<file path="src/rtl/tts_pkg.sv">
// Shared types and limits for the truth-table sweeper and its result checker.
package tts_pkg;

   typedef enum logic [1:0] {S_IDLE, S_APPLY, S_CHECK, S_DONE} tts_state_t;

   localparam int MAX_N_IN = 8;
   localparam int MAX_N_CH = 8;
   localparam int MAX_HOLD = 15;

   // Highest input vector of an n_in-input truth table.
   function automatic logic [MAX_N_IN-1:0] last_vec(input int n_in);
      return MAX_N_IN'((1 << n_in) - 1);
   endfunction

endpackage

</file>
<file path="src/rtl/truth_table_sweeper_if.sv">
// Control, stimulus and result bundle between the sweeper and the lab/self-test wrapper.
interface truth_table_sweeper_if #(
   parameter int N_IN = 4,
   parameter int N_CH = 1
);
   logic            start;
   logic [N_IN-1:0] stim;
   logic [N_CH-1:0] dut_y;
   logic [N_CH-1:0] ref_y;
   logic            busy;
   logic            done;
   logic            pass;
   logic [N_IN:0]   err_count;
   logic [N_CH-1:0] fail_mask;
   logic [N_IN-1:0] first_fail_vec;
   logic            first_fail_valid;

   modport master (
      input  start, dut_y, ref_y,
      output stim, busy, done, pass, err_count, fail_mask, first_fail_vec, first_fail_valid
   );

   modport slave (
      output start, dut_y, ref_y,
      input  stim, busy, done, pass, err_count, fail_mask, first_fail_vec, first_fail_valid
   );
endinterface

</file>
<file path="src/rtl/tts_checker.sv">
// Accumulates per-vector mismatch results: error count, sticky channel mask, first failing vector.
import tts_pkg::*;

module tts_checker #(
   parameter int N_IN = 4,
   parameter int N_CH = 1
) (
   input  logic            i_clk,
   input  logic            i_rst_n,
   input  logic            i_clear,
   input  logic            i_sample,
   input  logic [N_IN-1:0] i_stim,
   input  logic [N_CH-1:0] i_dut_y,
   input  logic [N_CH-1:0] i_ref_y,
   output logic [N_IN:0]   o_err_count,
   output logic [N_CH-1:0] o_fail_mask,
   output logic [N_IN-1:0] o_first_fail_vec,
   output logic            o_first_fail_valid,
   output logic            o_hit
);
   logic [N_CH-1:0] w_mm;
   logic [N_IN:0]   r_err_count;
   logic [N_CH-1:0] r_fail_mask;
   logic [N_IN-1:0] r_first_fail_vec;
   logic            r_first_fail_valid;

   assign w_mm  = i_dut_y ^ i_ref_y;
   assign o_hit = |w_mm;

   always_ff @(posedge i_clk or negedge i_rst_n) begin
      if (!i_rst_n) begin
         r_err_count        <= '0;
         r_fail_mask        <= '0;
         r_first_fail_vec   <= '0;
         r_first_fail_valid <= 1'b0;
      end else if (i_clear) begin
         r_err_count        <= '0;
         r_fail_mask        <= '0;
         r_first_fail_vec   <= '0;
         r_first_fail_valid <= 1'b0;
      end else if (i_sample && o_hit) begin
         // Width N_IN+1 holds a full-table failure count without wrapping.
         r_err_count <= r_err_count + {{N_IN{1'b0}}, 1'b1};
         r_fail_mask <= r_fail_mask | w_mm;
         if (!r_first_fail_valid) begin
            r_first_fail_vec   <= i_stim;
            r_first_fail_valid <= 1'b1;
         end
      end
   end

   assign o_err_count        = r_err_count;
   assign o_fail_mask        = r_fail_mask;
   assign o_first_fail_vec   = r_first_fail_vec;
   assign o_first_fail_valid = r_first_fail_valid;
endmodule

</file>
<file path="src/rtl/truth_table_sweeper.sv">
// Sweeps every input vector of a combinational UUT in order and scores it against a golden model.
import tts_pkg::*;

module truth_table_sweeper #(
   parameter int N_IN = 4,
   parameter int N_CH = 1,
   parameter int HOLD = 1
) (
   input logic                   clk,
   input logic                   rst_n,
   truth_table_sweeper_if.master bus
);
   localparam logic [1:0]          ST_IDLE  = S_IDLE;
   localparam logic [1:0]          ST_APPLY = S_APPLY;
   localparam logic [1:0]          ST_CHECK = S_CHECK;
   localparam logic [1:0]          ST_DONE  = S_DONE;
   localparam logic [MAX_N_IN-1:0] LAST_W   = last_vec(N_IN);
   localparam logic [N_IN-1:0]     LAST     = LAST_W[N_IN-1:0];
   localparam logic [3:0]          HOLD_END = 4'(HOLD - 1);

   logic [1:0]      r_state;
   logic [N_IN-1:0] r_stim;
   logic [3:0]      r_hold;
   logic            r_busy;
   logic            r_done;
   logic            r_pass;
   logic            w_accept;
   logic            w_sample;
   logic            w_hit;

   // start only counts when no sweep is running.
   assign w_accept = bus.start && (r_state == ST_IDLE || r_state == ST_DONE);
   assign w_sample = (r_state == ST_CHECK);

   always_ff @(posedge clk or negedge rst_n) begin
      if (!rst_n) begin
         r_state <= ST_IDLE;
         r_stim  <= '0;
         r_hold  <= '0;
         r_busy  <= 1'b0;
         r_done  <= 1'b0;
         r_pass  <= 1'b0;
      end else begin
         case (r_state)
            ST_IDLE, ST_DONE: begin
               if (bus.start) begin
                  r_state <= ST_APPLY;
                  r_stim  <= '0;
                  r_hold  <= '0;
                  r_busy  <= 1'b1;
                  r_done  <= 1'b0;
                  r_pass  <= 1'b0;
               end
            end
            ST_APPLY: begin
               if (r_hold == HOLD_END) r_state <= ST_CHECK;
               else                    r_hold  <= r_hold + 4'd1;
            end
            ST_CHECK: begin
               if (r_stim == LAST) begin
                  // Fold in the last vector's result, which the checker has not registered yet.
                  r_state <= ST_DONE;
                  r_busy  <= 1'b0;
                  r_done  <= 1'b1;
                  r_pass  <= (bus.err_count == '0) && !w_hit;
               end else begin
                  r_stim  <= r_stim + {{(N_IN-1){1'b0}}, 1'b1};
                  r_hold  <= '0;
                  r_state <= ST_APPLY;
               end
            end
            default: r_state <= ST_IDLE;
         endcase
      end
   end

   tts_checker #(.N_IN(N_IN), .N_CH(N_CH)) u_chk (
      .i_clk              (clk),
      .i_rst_n            (rst_n),
      .i_clear            (w_accept),
      .i_sample           (w_sample),
      .i_stim             (r_stim),
      .i_dut_y            (bus.dut_y),
      .i_ref_y            (bus.ref_y),
      .o_err_count        (bus.err_count),
      .o_fail_mask        (bus.fail_mask),
      .o_first_fail_vec   (bus.first_fail_vec),
      .o_first_fail_valid (bus.first_fail_valid),
      .o_hit              (w_hit)
   );

   assign bus.stim = r_stim;
   assign bus.busy = r_busy;
   assign bus.done = r_done;
   assign bus.pass = r_pass;
endmodule

</file>
<file path="src/flat_wrapper.sv">
// flat-port wrapper written by rule: the top's interface ports become plain ports
module truth_table_sweeper_flat 
#(
   parameter int N_IN = 4,
   parameter int N_CH = 1,
   parameter int HOLD = 1
)
  (clk, rst_n, bus_start, bus_dut_y, bus_ref_y, bus_stim, bus_busy, bus_done, bus_pass, bus_err_count, bus_fail_mask, bus_first_fail_vec, bus_first_fail_valid);
  truth_table_sweeper_if #(.N_IN(N_IN), .N_CH(N_CH)) bus_i ();
  input logic clk;
  input logic rst_n;
  input wire logic [$bits(bus_i.start)-1:0] bus_start;
  input wire logic [$bits(bus_i.dut_y)-1:0] bus_dut_y;
  input wire logic [$bits(bus_i.ref_y)-1:0] bus_ref_y;
  output wire logic [$bits(bus_i.stim)-1:0] bus_stim;
  output wire logic [$bits(bus_i.busy)-1:0] bus_busy;
  output wire logic [$bits(bus_i.done)-1:0] bus_done;
  output wire logic [$bits(bus_i.pass)-1:0] bus_pass;
  output wire logic [$bits(bus_i.err_count)-1:0] bus_err_count;
  output wire logic [$bits(bus_i.fail_mask)-1:0] bus_fail_mask;
  output wire logic [$bits(bus_i.first_fail_vec)-1:0] bus_first_fail_vec;
  output wire logic [$bits(bus_i.first_fail_valid)-1:0] bus_first_fail_valid;
  assign bus_i.start = bus_start;
  assign bus_i.dut_y = bus_dut_y;
  assign bus_i.ref_y = bus_ref_y;
  assign bus_stim = bus_i.stim;
  assign bus_busy = bus_i.busy;
  assign bus_done = bus_i.done;
  assign bus_pass = bus_i.pass;
  assign bus_err_count = bus_i.err_count;
  assign bus_fail_mask = bus_i.fail_mask;
  assign bus_first_fail_vec = bus_i.first_fail_vec;
  assign bus_first_fail_valid = bus_i.first_fail_valid;
  truth_table_sweeper #(.N_IN(N_IN), .N_CH(N_CH), .HOLD(HOLD)) u_core (.clk(clk), .rst_n(rst_n), .bus(bus_i));
endmodule
</file>
<file path="config.mk">
export PLATFORM = sky130hd
export DESIGN_NAME = truth_table_sweeper_flat
export DESIGN_NICKNAME = d
export VERILOG_FILES = /design/src/rtl/tts_pkg.sv /design/src/rtl/truth_table_sweeper_if.sv /design/src/rtl/tts_checker.sv /design/src/rtl/truth_table_sweeper.sv /design/src/flat_wrapper.sv
export SDC_FILE = /design/constraint.sdc
export NUM_CORES = 1
export LEC_CHECK = 0
export ABC_AREA = 1
export BUFFER_PORTS_ARGS = -buffer_cell sky130_fd_sc_hd__buf_2
export CAP_MARGIN = 20
export CELL_PAD_IN_SITES_DETAIL_PLACEMENT = 1
export CELL_PAD_IN_SITES_GLOBAL_PLACEMENT = 2
export CORE_ASPECT_RATIO = 1.5
export CORE_MARGIN = 8
export CORE_UTILIZATION = 28
export CTS_CLUSTER_DIAMETER = 30
export CTS_CLUSTER_SIZE = 40
export DETAILED_ROUTE_END_ITERATION = 10
export PLACE_DENSITY_LB_ADDON = 0.1
export SETUP_SLACK_MARGIN = 0.3
export SKIP_CTS_REPAIR_TIMING = 1
export SYNTH_ARGS = -nofsm -noshare
export SYNTH_HDL_FRONTEND = slang
export SYNTH_HIERARCHICAL = 1
export SYNTH_SLANG_ARGS = --single-unit
</file>
<file path="constraint.sdc">
create_clock -name clk -period 1.4 [get_ports clk]
set_clock_uncertainty 0.05 [all_clocks]
set_input_delay 0.21 -clock clk [delete_from_list [all_inputs] [get_ports clk]]
set_output_delay 0.21 -clock clk [all_outputs]
set_load 0.01 [all_outputs]
</file>
==> results.yml <==
pwr:
  power_density_nw_per_um2: 1900
  power_mw: 3.70
  p_int_mw: 2.07
  static-leakage-power_nw: 0.997
  power.share.sequential_pct: 30.2
  swShare_pct: 44.1
  p_sw_mw: 1.63
  vdd_ir_drop_max_mv: 0.654
  pwr-share-clk_pct: 12.9
  p_comb_share_pct: 56.8
finish:
  nNetsFinal: 231
  layout_common_cells: "47 x nand2_1, 19 x nand3_1, 18 x dfrtp_1"
  final_common_cell: "nand2_1"
  antenna_cells: 0
  fin_cells: 284
  drive_gt1_share_pct: 42.2
  area_growth_pct: 44.6
critical_path:
  end_kind: "flip-flop"
  critical_path_required_ns: 1.52
  rr_endpoint: "u_core/r_hold[3]"
  r2r_start: "u_core/r_state[1]"
  max_stage_delay_ns: 0.45
  critPathLaunch: "u_core/r_state[1]"
  reg2reg_slack_ns: -0.02
  reg2reg_depth: 7
  crit_chain: "ha_4 -> inv_2 -> or2_4 -> nand2_4 -> nor2_4 -> nand2_1 -> nand2_1"
  criticalPathCategory: "reg2reg"
  cp_max_fo: 4
  slowest_stage: "dfrtp_2"
  startpoint_type: "flip-flop"
  cp_common_cell: "nand2_1"
  worst_ep_arrival_time_ns: 1.53
place:
  dp_hpwl_um: 3060
  place_ws_ns: -0.0362
  place_congestion: 0.823
  io_buffers: 22
  dp.cells: 270
drt:
  vias: 1282
  drc: 0
  drt-total-wl_um: 3960
  drt_iter0_drc: 31
  postRouteAntennaNets: 0
  via_per_inst: 4.51
  first_pass_iters: 3
  wl_per_cell_um: 13.9
clock_network:
  cts_sinks: 24
  cts.path.max_buffers: 2
  cts_buffers: 3
  cts_root_buffer: "clkbuf_8"
  cts_tree: "done"
  h-tree-depth: 1
  worstSkewPairLatency_ns: 0.27
  clk_pin_slew_ns: 0.09
sta:
  drv_slew: 0
  rsz0062_at_grt: "true"
  slew_headroom_pct: 61.3
  min_period_ns: 1.42
  clock.fmax_mhz: 706
  tightest_slew_ns: 0.580
  hold_viol: 0
  setup_viol: 4
  setup_ws_ns: -0.0166
  fin_crit_sh_pct: 101
synth:
  synth_nets: 183
  synth.distinct_cells: 22
  ys_ff_latch: 24
  synthCells: 171
  seq_area_frac_synth_pct: 44.6
  syn-cell-area_um2: 1350
  yosys_warnings: 6
  syn_avg_cell_area_um2: 7.88
worst_hold_path:
  holdPathEnd: "u_core/r_state[1]"
  hold_start: "bus_start"
  whs_path_depth: 5
  min_path_type: "in2reg"
floorplan:
  io_pins: 23
  die_area_um2: 7330
  coreArea_um2: 4730
  die_h_um: 101
  rows: 31
  start_util_pct: 28.5
  die_x_um: 72.6
global_route:
  grt_pass1_vias: 1375
  antenna_found_initial: 0
  overflow: 0
  grt_max_degree: 25
  grt_pass1_wl_um: 6740
  grtUsageTotal_pct: 11.6
outcome:
  status: "finished with violations"
  violations: "negative setup slack"
flow_run:
  maxCapViolCount: 0
[critical path, delay by kind of cell, from the launching register on]
family	cells	cell delay [ns]
adders and majority gates	1	0.30
buffers and inverters	1	0.04
DFF	1	0.45
and+or+nand+nor	5	0.48
[metrics by stage]
| stage | util (%) | hold slack (ns) | instance area [um2] | setup TNS, ns |
|---|---|---|---|---|
| global route | 41.2 | 0.376 | 1950 | -0.873 |
| global placement | 35.0 | 0.189 | 1650 | 0 |
| CTS | 36.1 | -0.101 | 1710 | -0.280 |
| floorplan | - | -0.136 | 1370 | 0 |
| detailed placement | 35.0 | 0.203 | 1650 | -0.106 |
| finish | 41.2 | 0.349 | 1950 | -0.0276 |
[synth_stat cells]
cell type	instances	area share, %
inv_2	3	0.84
o21ai_0	4	1.5
o21ai_4	1	1.2
nand2_4	1	0.84
nand2_2	3	1.4
nor2_1	10	2.8
and2_2	1	0.56
nand4_1	8	3.7
dfrtp_1	24	45
nand3_4	1	1.3
or2_2	1	0.46
inv_1	18	5.0
xor2_1	1	0.65
a21oi_1	3	1.1
nand2_1	56	16
o21a_1	1	0.56
or2_1	1	0.46
ha_1	7	6.5
buf_6	1	0.84
nor2_4	1	0.84
o21ai_1	4	1.5
nand3_1	21	7.8
[power by group through the flow]
stage                     registers (mW)  clock network [mW]  logic (mW)
after CTS                           1.10               0.504        1.77
after global routing                1.16               0.528        2.36
after detailed placement            1.11                   0        1.76
after floorplan                     1.15                   0        1.04
final                               1.12               0.478        2.10
after global placement              1.09                   0        1.71
[final cells by class]
| class | instances | area, um2 |
|---|---|---|
| sequential | 24 | 608 |
| inverter | 21 | 86.3 |
| tap | 66 | 82.6 |
| multi-input combinational | 125 | 767 |
| timing repair buffer | 44 | 349 |
| fill | 596 | 2780 |
| clock buffer | 4 | 55.1 |
[worst max path at each step]
stage	to	slack [ns]	cells after the start
global placement	u_core/bus.stim[3]	0.004	7
detailed placement	u_core/r_hold[2]	-0.04	7
floorplan	u_core/r_hold[2]	0.05	8
CTS	u_core/r_hold[2]	-0.05	7
global route	u_core/r_state[0]	-0.08	6
finish	u_core/r_hold[3]	-0.02	7
[per-layer routing]
metal | share of wire [%] | routed length, um | track usage, %
met4 | 1.2 | 48 | 4.18
met2 | 57 | 2260 | 21.8
met5 | 0 | 0 | 0
met1 | 38 | 1520 | 12.3
met3 | 3.1 | 123 | 2.19
[cells by family after synthesis]
kind of cell / count (synthesis) / share of synthesized area (%)
AOI/OAI and AO/OA: 13 / 5.85
xor gates and xnor gates: 1 / 0.650
adders and majority gates: 7 / 6.50
buffers and inverters: 22 / 6.68
DFF: 24 / 44.6
and+or+nand+nor: 104 / 35.7
[registers in the layout, indices dropped and copies added, names as in the netlist]
signal and cells:
u_core/u_chk/o_err_count 5, u_core/bus.stim 4, u_core/r_hold 4, u_core/u_chk/o_first_fail_vec 4, u_core/r_state 2, u_core/bus.busy 1
u_core/bus.done 1, u_core/bus.pass 1, u_core/u_chk/o_fail_mask 1, u_core/u_chk/o_first_fail_valid 1
Note: power is estimated with default switching activity, not from simulation.
